<file path="src/rtl/cpu_pkg.sv">
// Shared core definitions: control-unit op encoding, PC sequencer state and fault causes.
package cpu_pkg;

  localparam int unsigned CU_OP_W = 6;

  typedef enum logic [CU_OP_W-1:0] {
    CU_LUI   = 6'd0,
    CU_AUIPC,
    CU_JAL,
    CU_JALR,
    CU_BEQ,
    CU_BNE,
    CU_BLT,
    CU_BGE,
    CU_BLTU,
    CU_BGEU,
    CU_LB,
    CU_LH,
    CU_LW,
    CU_LBU,
    CU_LHU,
    CU_SB,
    CU_SH,
    CU_SW,
    CU_ADDI,
    CU_SLTI,
    CU_SLTIU,
    CU_XORI,
    CU_ORI,
    CU_ANDI,
    CU_SLLI,
    CU_SRLI,
    CU_SRAI,
    CU_ADD,
    CU_SUB,
    CU_SLL,
    CU_SLT,
    CU_SLTU,
    CU_XOR,
    CU_SRL,
    CU_SRA,
    CU_OR,
    CU_AND,
    CU_ERROR = 6'd38
  } cu_op_t;

  typedef enum logic {
    RUN   = 1'b0,
    FAULT = 1'b1
  } pc_state_t;

  localparam int unsigned FC_W = 2;
  localparam logic [FC_W-1:0] FC_NONE     = 2'b00;
  localparam logic [FC_W-1:0] FC_MISALIGN = 2'b01;
  localparam logic [FC_W-1:0] FC_ILLEGAL  = 2'b10;

endpackage

</file>
<file path="src/rtl/pc_target.sv">
// Combinational next-PC selection: branch/jump target, taken decision and alignment check.
import cpu_pkg::*;

module pc_target #(
  parameter int unsigned XLEN = 32
) (
  input  logic [CU_OP_W-1:0] op_i,
  input  logic [XLEN-1:0]    pc_i,
  input  logic [XLEN-1:0]    rs1_i,
  input  logic [XLEN-1:0]    imm_i,
  input  logic               zero_i,
  input  logic               neg_i,
  output logic [XLEN-1:0]    next_pc_o,
  output logic [XLEN-1:0]    target_o,
  output logic               taken_o,
  output logic               misaligned_o
);

  cu_op_t          op;
  logic [XLEN-1:0] br_tgt;
  logic [XLEN-1:0] jalr_tgt;

  assign op = cu_op_t'(op_i);

  always_comb begin
    taken_o = 1'b0;
    case (op)
      CU_JAL, CU_JALR:  taken_o = 1'b1;
      CU_BEQ:           taken_o = zero_i;
      CU_BNE:           taken_o = ~zero_i;
      CU_BLT, CU_BLTU:  taken_o = neg_i;
      CU_BGE, CU_BGEU:  taken_o = ~neg_i | zero_i;
      default:          taken_o = 1'b0;
    endcase
  end

  // Immediates arrive in halfword units for branches/JAL; JALR drops bit 0 of the sum.
  assign br_tgt       = pc_i + (imm_i << 1);
  assign jalr_tgt     = (rs1_i + imm_i) & ~XLEN'(1);
  assign target_o     = (op == CU_JALR) ? jalr_tgt : br_tgt;
  assign next_pc_o    = taken_o ? target_o : pc_i + XLEN'(4);
  assign misaligned_o = taken_o & (target_o[1:0] != 2'b00);

endmodule

</file>
<file path="src/rtl/pc_seq.sv">
// Program-counter sequencer: registers the fetch PC, traps illegal ops and misaligned
// taken targets into a sticky FAULT state, and counts normal advances.
import cpu_pkg::*;

module pc_seq #(
  parameter int unsigned     XLEN    = 32,
  parameter logic [XLEN-1:0] INITPC  = '0,
  parameter logic [XLEN-1:0] TRAPVEC = 'h100,
  parameter int unsigned     CNTW    = 32
) (
  input  logic               clk,
  input  logic               nRST,
  input  logic [CU_OP_W-1:0] cuOP,
  input  logic [XLEN-1:0]    rs1Read,
  input  logic [XLEN-1:0]    signExtend,
  input  logic               Zero,
  input  logic               ALUneg,
  input  logic               iready,
  input  logic               enable,
  input  logic               redirect,
  input  logic [XLEN-1:0]    redirect_pc,
  input  logic               fault_clr,
  output logic [XLEN-1:0]    PCaddr,
  output logic [XLEN-1:0]    link_pc,
  output logic               fault,
  output logic [FC_W-1:0]    fault_cause,
  output logic [XLEN-1:0]    fault_pc,
  output logic [XLEN-1:0]    fault_addr,
  output logic [CNTW-1:0]    adv_count
);

  pc_state_t       state_q, state_d;
  logic [XLEN-1:0] pc_q, pc_d;
  logic [FC_W-1:0] cause_q, cause_d;
  logic [XLEN-1:0] fpc_q, fpc_d;
  logic [XLEN-1:0] faddr_q, faddr_d;
  logic [CNTW-1:0] cnt_q, cnt_d;

  logic [XLEN-1:0] next_pc;
  logic [XLEN-1:0] target;
  logic            taken;
  logic            misaligned;
  logic            adv;
  logic            illegal;

  pc_target #(.XLEN(XLEN)) u_target (
    .op_i         (cuOP),
    .pc_i         (pc_q),
    .rs1_i        (rs1Read),
    .imm_i        (signExtend),
    .zero_i       (Zero),
    .neg_i        (ALUneg),
    .next_pc_o    (next_pc),
    .target_o     (target),
    .taken_o      (taken),
    .misaligned_o (misaligned)
  );

  assign adv     = iready & enable;
  assign illegal = (cuOP >= CU_ERROR);

  // State and datapath registers
  always_ff @(posedge clk or negedge nRST) begin
    if (!nRST) begin
      state_q <= RUN;
      pc_q    <= INITPC;
      cause_q <= FC_NONE;
      fpc_q   <= '0;
      faddr_q <= '0;
      cnt_q   <= '0;
    end else begin
      state_q <= state_d;
      pc_q    <= pc_d;
      cause_q <= cause_d;
      fpc_q   <= fpc_d;
      faddr_q <= faddr_d;
      cnt_q   <= cnt_d;
    end
  end

  // Next state: redirect always returns to RUN
  always_comb begin
    state_d = state_q;
    if (redirect) begin
      state_d = RUN;
    end else begin
      case (state_q)
        RUN:     if (adv && (illegal || misaligned)) state_d = FAULT;
        FAULT:   if (fault_clr) state_d = RUN;
        default: state_d = RUN;
      endcase
    end
  end

  // Next PC, fault capture and advance counter
  always_comb begin
    pc_d    = pc_q;
    cause_d = cause_q;
    fpc_d   = fpc_q;
    faddr_d = faddr_q;
    cnt_d   = cnt_q;
    if (redirect) begin
      pc_d    = redirect_pc & ~XLEN'(3);
      cause_d = FC_NONE;
      fpc_d   = '0;
      faddr_d = '0;
    end else if (state_q == FAULT) begin
      if (fault_clr) begin
        cause_d = FC_NONE;
        fpc_d   = '0;
        faddr_d = '0;
      end
    end else if (adv) begin
      if (illegal) begin
        pc_d    = TRAPVEC;
        cause_d = FC_ILLEGAL;
        fpc_d   = pc_q;
        faddr_d = '0;
      end else if (misaligned) begin
        pc_d    = TRAPVEC;
        cause_d = FC_MISALIGN;
        fpc_d   = pc_q;
        faddr_d = target;
      end else begin
        pc_d  = next_pc;
        cnt_d = cnt_q + CNTW'(1);
      end
    end
  end

  assign PCaddr      = pc_q;
  assign link_pc     = pc_q + XLEN'(4);
  assign fault       = (state_q == FAULT);
  assign fault_cause = cause_q;
  assign fault_pc    = fpc_q;
  assign fault_addr  = faddr_q;
  assign adv_count   = cnt_q;

endmodule

</file>
<file path="config.mk">
export PLATFORM = sky130hd
export DESIGN_NAME = pc_seq
export DESIGN_NICKNAME = d
export VERILOG_FILES = /design/src/rtl/cpu_pkg.sv /design/src/rtl/pc_target.sv /design/src/rtl/pc_seq.sv
export SDC_FILE = /design/constraint.sdc
export NUM_CORES = 1
export LEC_CHECK = 0
export CAP_MARGIN = 20
export CORE_AREA = 2 2 139 141
export DETAILED_ROUTE_END_ITERATION = 16
export DIE_AREA = 0 0 141 143
export PLACE_DENSITY = 0.88
export SYNTH_ARGS = -nofsm -noshare
export SYNTH_HDL_FRONTEND = slang
export SYNTH_SLANG_ARGS = --single-unit
</file>
<file path="constraint.sdc">
create_clock -name clk -period 5.1 [get_ports clk]
set_clock_uncertainty 0.15 [all_clocks]
set_input_delay 1.02 -clock clk [delete_from_list [all_inputs] [get_ports clk]]
set_output_delay 1.02 -clock clk [all_outputs]
set_load 0.05 [all_outputs]
</file>
# Word level (Yosys, flattened, before mapping)
# Cells that the tools add are included.
# op_classes
n_addsub	4
magnitude_cmp	1
n_eq_ne	10
n_mux	29
n_bitwise	9
n_reduce_logical	12
# ops
op	count
32-bit 2-to-1 mux	18
32-bit adder	2
32-bit by 1-bit adder with 32-bit output, second input constant	1
32-bit by 3-bit adder with 32-bit output, second input constant	1
6-bit by 3-bit == test with 1-bit output, second input constant	4
6-bit by 2-bit == test with 1-bit output, second input constant	2
6-bit by 4-bit == test with 1-bit output, second input constant	2
2-bit 2-to-1 mux	6
6-bit >= comparator, second input constant	1
1-bit NOT	6
2-bit OR reduction	3
1-bit case mux with 5 select lines	1
5-bit AND reduction	1
2-bit nonzero test	2
4-bit nonzero test	1
1-bit 2-to-1 mux	3
3-bit != test, second input constant	1
3-bit AND reduction	1
3-bit nonzero test	1
1-bit AND	2
2-bit != test, second input constant	1
1-bit case mux with 2 select lines	1
2-bit AND reduction	1
1-bit logical AND	1
other kinds (2)	2
# word_totals
ff_bits	131
in_bits	110
out_inout_bits	163
elab_cells	71

# Logic depth before layout (Yosys ltp)
# Gate-level depths: netlist of run 1.
# logic_depth
ltp_word	9
ltp_mapped	11
mapped_depth_nobuf	10

# Cells and area by module
# A second synthesis of run 1 with hierarchy kept.
# unflattened
cells_unflattened	1185
hier_area_um2	10343.7
# modules_own_cells
mod	instances	cells_each	area_per_inst_um2	seq_area_each_um2
pc_seq	1	516	5880.6	3278.1
pc_target	1	669	4463.0	0.0

# Worst setup path before layout of run 1
# Ideal clock, no wire load.
# synth_timing
path_kind	register -> output
from	register pc_q[11] (netlist: PCaddr[11])
to	output link_pc[31]
t_arrival_ps	2872
t_required_ps	3930
slack_ps	1058
path_stages_with_launch	9
n_path_buf	2
path_cell_list	dfrtp_1 -> clkbuf_1 -> and4_1 -> nand3_1 -> nor3_1 -> and3_1 -> clkbuf_1 -> nand4_1 -> xnor2_1
# synth_via
elab_chain_cells	1
# synth_rtl
item	line_no	rtl
start, declared	pc_seq.sv:33	logic [XLEN-1:0] pc_q, pc_d;
start signal, assigned	pc_seq.sv:73	pc_q <= pc_d;
32-bit by 3-bit adder with 32-bit output	pc_seq.sv:132	assign link_pc = pc_q + XLEN'(4);
end, declared	pc_seq.sv:24	output logic [XLEN-1:0] link_pc,
# Every way passes these cells.

# Worst setup path after layout of run 1
# layout_timing
from	register pc_q[11] (netlist: PCaddr[11])
to	output link_pc[26]
# Same word-level chain as after synthesis.

==> results of run 1 <==
## worst max-delay path: cells and delay by family, from the launching register on
kind                      cells  cell delay (ps)
and+or+nand+nor               5             1200
buffers and inverters         1              870
DFF                           1              670
xor gates and xnor gates      1              330
## registers in the layout (all words and copies together) (netlist names)
register,count
PCaddr,32
adv_count,32
fault_addr,32
fault_pc,32
fault_cause,2
fault,1
## cell usage in the layout, fill, tap and decap left out, drive strengths merged, types with 9 or more instances in the layout
cell / netlist / final
mux2i: 9 / 9
xor2: 38 / 38
nand3: 38 / 38
o211ai: 12 / 12
a22oi: 11 / 11
nand4: 28 / 28
ha: 62 / 62
nor3: 27 / 27
a22o: 39 / 39
o21a: 9 / 9
nand2: 110 / 110
xnor2: 64 / 64
and3: 30 / 30
buf: 16 / 17
and2: 10 / 10
o221ai: 9 / 9
a21o: 35 / 35
inv: 26 / 32
dfrtp: 131 / 131
nor2: 70 / 70
o21ai: 85 / 85
clkdlybuf4s50: 0 / 269
a211oi: 16 / 16
a221o: 9 / 9
clkbuf: 40 / 18
a31oi: 16 / 16
a21oi: 75 / 75
## cell families after synthesis
kind of cell    count (synthesis)
simple gates                  357
buf+inv                        82
xor+xnor                      102
fa+ha+maj                      64
mux                            10
compound gates                389
flops                         131
## worst paths after layout
path / from / endpoint / slack [ps]
setup / recovery: PCaddr[11] / link_pc[26] / 450
hold / removal: adv_count[31] / adv_count[31] / 330
setup reg to reg: PCaddr[1] / PCaddr[29] / 1320
hold reg to reg: adv_count[31] / adv_count[31] / 330
max in group asynchronous: nRST / fault_pc[18] / 3250
min in group asynchronous: nRST / fault_pc[30] / 570
## layout make-up
cell class,count,area [sq um],area share (%)
Multi-Input combinational cell,922,6350,47.3
Timing Repair Buffer,286,2820,21.0
Tap cell,234,293,2.18
Clock inverter,14,168,1.25
Sequential cell,131,3280,24.4
Clock buffer,18,429,3.19
Inverter,26,97.6,0.726
## power breakdown
part           internal [mW]  switching (mW)
combinational          0.525           0.867
sequential              1.09           0.118
clock                  0.736           0.514
total                   2.35            1.50
## routing by layer
metal | vias up | share of wire, %
met3 | 92 | 8.7
met1 | 5026 | 40
met2 | 614 | 47
met4 | 0 | 3.9
li1 | 4783 | -
met5 | - | 0
==> flow_metrics.env, run 1 <==
export IMPL_status="finished clean"
export IMPL_whs_path_depth=1
export IMPL_synth_simple_area_share_pct=18.2
export IMPL_die_w_microns=141
export IMPL_hp_class="register to register"
export IMPL_cts_buffer_depth=2
export IMPL_p_total_mw=3.84
export IMPL_cts_resized=0
export IMPL_worstPathRequired_ps=3930
export IMPL_synth_main_ff_cell="dfrtp_1"
export IMPL_post_drt_wl_per_cell_microns=21.9
export IMPL_synth_area_mux_share_pct=1.02
export IMPL_io_pins=273
export IMPL_fillers=1416
export IMPL_slew_headroom_pct=38.1
export IMPL_postPlaceCellArea_sq_um=12800
export IMPL_coreArea_sq_um=18600
export IMPL_die_h_microns=143
export IMPL_ant_nets=0
export IMPL_place_ws_ps=516
export IMPL_nets=1558
export IMPL_post_route_period_util_pct=91.1
export IMPL_synth_most_common_cell="dfrtp_1"
export IMPL_hpwl_microns=27200
export IMPL_ys_ff_latch=131
export IMPL_slowest_stage="clkdlybuf4s50_1"
export IMPL_cts_htree_levels=4
export IMPL_grt_start_max_net_pins=104
export IMPL_synthDistinctLibCells=80
export IMPL_ys_warn_count=0
export IMPL_endpoint_kind="output pin"
export IMPL_synth_avg_cell_area_sq_um=8.78
export IMPL_vias=10500
export IMPL_slew_violations=0
export IMPL_synth_compound_area_share_pct=27.2
export IMPL_finalHoldViolCount=0
export IMPL_synth_top_family_by_area="compound AO/OA/AOI/OAI gates"
export IMPL_grt_pass1_wl_microns=55100
export IMPL_design_area_sq_um=13400
export IMPL_crit_type="register to output pin"
export IMPL_synth_top_area_share_pct=32.9
export IMPL_worstSkewPairLatency_ps=420
export IMPL_netlist_top_cells_area="dfrtp_1 (33%), ha_1 (7.8%), xnor2_1 (5.6%)"
export IMPL_fmaxAchievable_mhz=215
export IMPL_drive_gt1_share_pct=5.51
export IMPL_setup_viol=0
export IMPL_avgViaCountPerCell=6.45
export IMPL_track_usage_pct=35.0
export IMPL_synth_xor_area_share_pct=8.97
export IMPL_placed_cells=1599
export IMPL_grt_util_met1_pct=46.1
export IMPL_slowest_delay_ps=870
export IMPL_clk_pin_slew_worst_paths_ps=60
export IMPL_synth_top_area_cell="dfrtp_1"
export IMPL_synth_edf_count=0
export IMPL_grt_util_met3_pct=6.07
export IMPL_fin_crit_ps=4650
export IMPL_place_gp_congestion=0.991
export IMPL_clock_root_buffer="clkbuf_16"
export IMPL_reg2regPathDepth=10
export IMPL_rows=50
export IMPL_antenna_found_initial=0
export IMPL_layout_cells_non_filler=1631
export IMPL_start_util_pct=53.6
export IMPL_postCtsHoldBufs=0
export IMPL_use_met2_pct=58.0
export IMPL_path_max_fanout=10
export IMPL_antennaDiodeCount=0
export IMPL_dieArea_sq_um=20200
export IMPL_cp_common_cell="nand3_1"
export IMPL_p_leak_nw=5.87
export IMPL_cts_buffers=17
export IMPL_synth_area_sq_um=9960
export IMPL_cts_sinks=131
export IMPL_drt_initial_drc_count=1152
export IMPL_crit_arrival_ps=3480
export IMPL_cts_tree="built"
export IMPL_async_flop_share_pct=100
export IMPL_post_cts_buffers=0
export IMPL_netlist_instances=1135
export IMPL_crit_chain="and4_1, nand3_1, nor3_1, and3_1, nand3_1, xnor2_1, clkdlybuf4s50_1"
export IMPL_setup_slack_ps=455
export IMPL_crit_path_start_kind="register"
export IMPL_grt_pass1_vias=9957
export IMPL_syn_nets=1309
export IMPL_tightest_slew_ps=905
export IMPL_grt_most_used_layer="met2"
export IMPL_setup_tns_ps=0
export IMPL_hold_slack_ps=333
export IMPL_rsz0062_at_grt="false"
export IMPL_firstDrtPassIters=9
export IMPL_drc=0
export IMPL_peakVddDrop_mv=0.188
export IMPL_grt_remaining_overflow=0
export IMPL_postLayoutCoreUtil_pct=72.3
export IMPL_ys_seq_area_share_pct=32.9
export IMPL_synth_commonest_cells="dfrtp_1 (131), nand2_1 (110), o21ai_0 (79)"
export IMPL_synthAdderAreaFrac_pct=8.19
export IMPL_area_growth_syn_to_layout_pct=34.9
export IMPL_maxCapViolCount=0
export IMPL_wl_microns=35800
export IMPL_p_per_area_nw_per_um2=286
export IMPL_io_buffers=270
Power figures use the tool's default switching activity.
==> run 2, diff against run 1 <==
--- a/config.mk
+++ b/config.mk
@@ -6,10 +6,10 @@
 export NUM_CORES = 1
 export LEC_CHECK = 0
 export CAP_MARGIN = 20
-export CORE_AREA = 2 2 139 141
+export CORE_AREA = 2 2 152 154
 export DETAILED_ROUTE_END_ITERATION = 16
-export DIE_AREA = 0 0 141 143
-export PLACE_DENSITY = 0.88
+export DIE_AREA = 0 0 154 156
+export PLACE_DENSITY = 0.78
 export SYNTH_ARGS = -nofsm -noshare
 export SYNTH_HDL_FRONTEND = slang
 export SYNTH_SLANG_ARGS = --single-unit
==> constraint.sdc (replaced) <==
create_clock -name clk -period 4.23 [get_ports clk]
set_clock_uncertainty 0.15 [all_clocks]
set_input_delay 0.846 -clock clk [delete_from_list [all_inputs] [get_ports clk]]
set_output_delay 0.846 -clock clk [all_outputs]
set_load 0.05 [all_outputs]
==> run 2 against run 1 <==
Net effect:
- largest power group unchanged
- first-iteration DRC count decreased by 16%
- worst setup slack lost 310 ps
- hold slack worse by 12 ps
- core utilization fell by 11 points
- via count is 0.19% lower
- power grew 24%
- sequential share of layout area shrank 0.65 points
==> flow_metrics.env, run 2 (synthesized netlist as in run 1, its figures left out) <==
export IMPL_status="finished clean"
export IMPL_hpwl_microns=28300
export IMPL_cts_htree_levels=4
export IMPL_post_route_period_util_pct=96.6
export IMPL_place_ws_ps=-38.5
export IMPL_dieArea_sq_um=24000
export IMPL_slew_violations=0
export IMPL_p_leak_nw=6.07
export IMPL_avgViaCountPerCell=6.12
export IMPL_fin_crit_ps=4090
export IMPL_slew_headroom_pct=40.0
export IMPL_antennaDiodeCount=0
export IMPL_endpoint_kind="output pin"
export IMPL_grt_remaining_overflow=0
export IMPL_drt_initial_drc_count=967
export IMPL_final_common_cell="clkdlybuf4s50_1"
export IMPL_reg2regPathDepth=11
export IMPL_place_gp_congestion=0.954
export IMPL_wl_microns=36100
export IMPL_crit_path_start_kind="register"
export IMPL_grt_pass1_vias=9908
export IMPL_setup_slack_ps=142
export IMPL_antenna_found_initial=0
export IMPL_p_total_mw=4.79
export IMPL_drc=0
export IMPL_area_growth_syn_to_layout_pct=38.6
export IMPL_rows=55
export IMPL_worstPathRequired_ps=3230
export IMPL_placed_cells=1682
export IMPL_hp_class="register to register"
export IMPL_coreArea_sq_um=22400
export IMPL_design_area_sq_um=13800
export IMPL_clk_pin_slew_worst_paths_ps=70
export IMPL_die_w_microns=154
export IMPL_io_pins=273
export IMPL_setup_viol=0
export IMPL_grt_start_max_net_pins=99
export IMPL_path_max_fanout=7
export IMPL_start_util_pct=44.5
export IMPL_track_usage_pct=29.6
export IMPL_layout_cells_non_filler=1714
export IMPL_maxCapViolCount=0
export IMPL_drive_gt1_share_pct=7.98
export IMPL_cts_buffer_depth=2
export IMPL_postPlaceCellArea_sq_um=13200
export IMPL_cts_buffers=17
export IMPL_nets=1590
export IMPL_post_cts_buffers=0
export IMPL_final_cell_mix="clkdlybuf4s50_1 (265), dfrtp_1 (130), nand2_1 (110)"
export IMPL_peakVddDrop_mv=0.290
export IMPL_cts_sinks=131
export IMPL_vias=10500
export IMPL_worstSkewPairLatency_ps=420
export IMPL_cts_tree="built"
export IMPL_clock_root_buffer="clkbuf_16"
export IMPL_die_h_microns=156
export IMPL_rsz0062_at_grt="false"
export IMPL_tightest_slew_ps=900
export IMPL_crit_arrival_ps=3090
export IMPL_io_buffers=270
export IMPL_ant_nets=0
export IMPL_crit_type="register to output pin"
export IMPL_finalHoldViolCount=0
export IMPL_p_per_area_nw_per_um2=346
export IMPL_fmaxAchievable_mhz=245
export IMPL_firstDrtPassIters=7
export IMPL_whs_path_depth=1
export IMPL_grt_pass1_wl_microns=55600
export IMPL_post_drt_wl_per_cell_microns=21.1
run 2: cell types whose count changed in the layout (fill, tap and decap cells not counted), sizes merged:
cell           previous run  this run
buf                      17        52
bufinv                    2         4
clkbuf                   18        17
clkdlybuf4s50           269       265
clkinv                    4         3
clkinvlp                  2         1
dlymetal6s2s              0         1
inv                      32        33
run 2: worst max-delay path, cell delays in order, from the launching register on:
cell and delay, ps:
dfrtp_1 560, and3_1 280, and3_1 280, and3_1 360, nand2_1 110, xnor2_1 210, clkdlybuf4s50_1 860
run 2: cell type report:
cell class / instances / area [sq um]
Inverter: 26 / 97.6
Multi-Input combinational cell: 922 / 6350
Sequential cell: 131 / 3280
Tap cell: 285 / 357
Fill cell: 1859 / 8550
Clock inverter: 15 / 218
Clock buffer: 17 / 425
Timing Repair Buffer: 318 / 3080
run 2: metrics by stage:
| stage | utilization [%] | setup TNS [ps] | hold WS, ps |
|---|---|---|---|
| after floorplan | - | 0 | 400 |
| after global routing | 61.8 | 0 | 356 |
| after global placement | 58.9 | -14.7 | 310 |
| after CTS | 61.7 | 0 | 322 |
| after detailed placement | 58.9 | -52.3 | 313 |
| final | 61.8 | 0 | 320 |
run 2: final timing paths:
| kind | startpoint | to | slack [ps] |
|---|---|---|---|
| worst max-delay path | PCaddr[22] | link_pc[27] | 140 |
| worst min-delay path | adv_count[31] | adv_count[31] | 320 |
| worst max register to register | PCaddr[1] | PCaddr[29] | 730 |
| worst min register to register | adv_count[31] | adv_count[31] | 320 |
| max in group asynchronous | nRST | adv_count[22] | 2750 |
| min in group asynchronous | nRST | fault_pc[17] | 360 |
run 2: what timing repair did:
action,CTS,global route
setup endpoints to repair,0,2
hold buffers,0,0
resized for setup,0,2
run 2: per-layer routing:
layer  GRT usage (%)  routed length [microns]  vias up
met5               0                        0        -
met4            12.7                     1430        0
met3            4.47                     3150       80
met2            48.0                    16800      546
met1            39.5                    14700     5036
li1                -                        -     4833
run 2: where the power goes:
part | switching, mW | internal [mW]
Combinational | 1.09 | 0.674
Sequential | 0.0905 | 1.31
Clock | 0.616 | 1.00
Total | 1.80 | 2.99
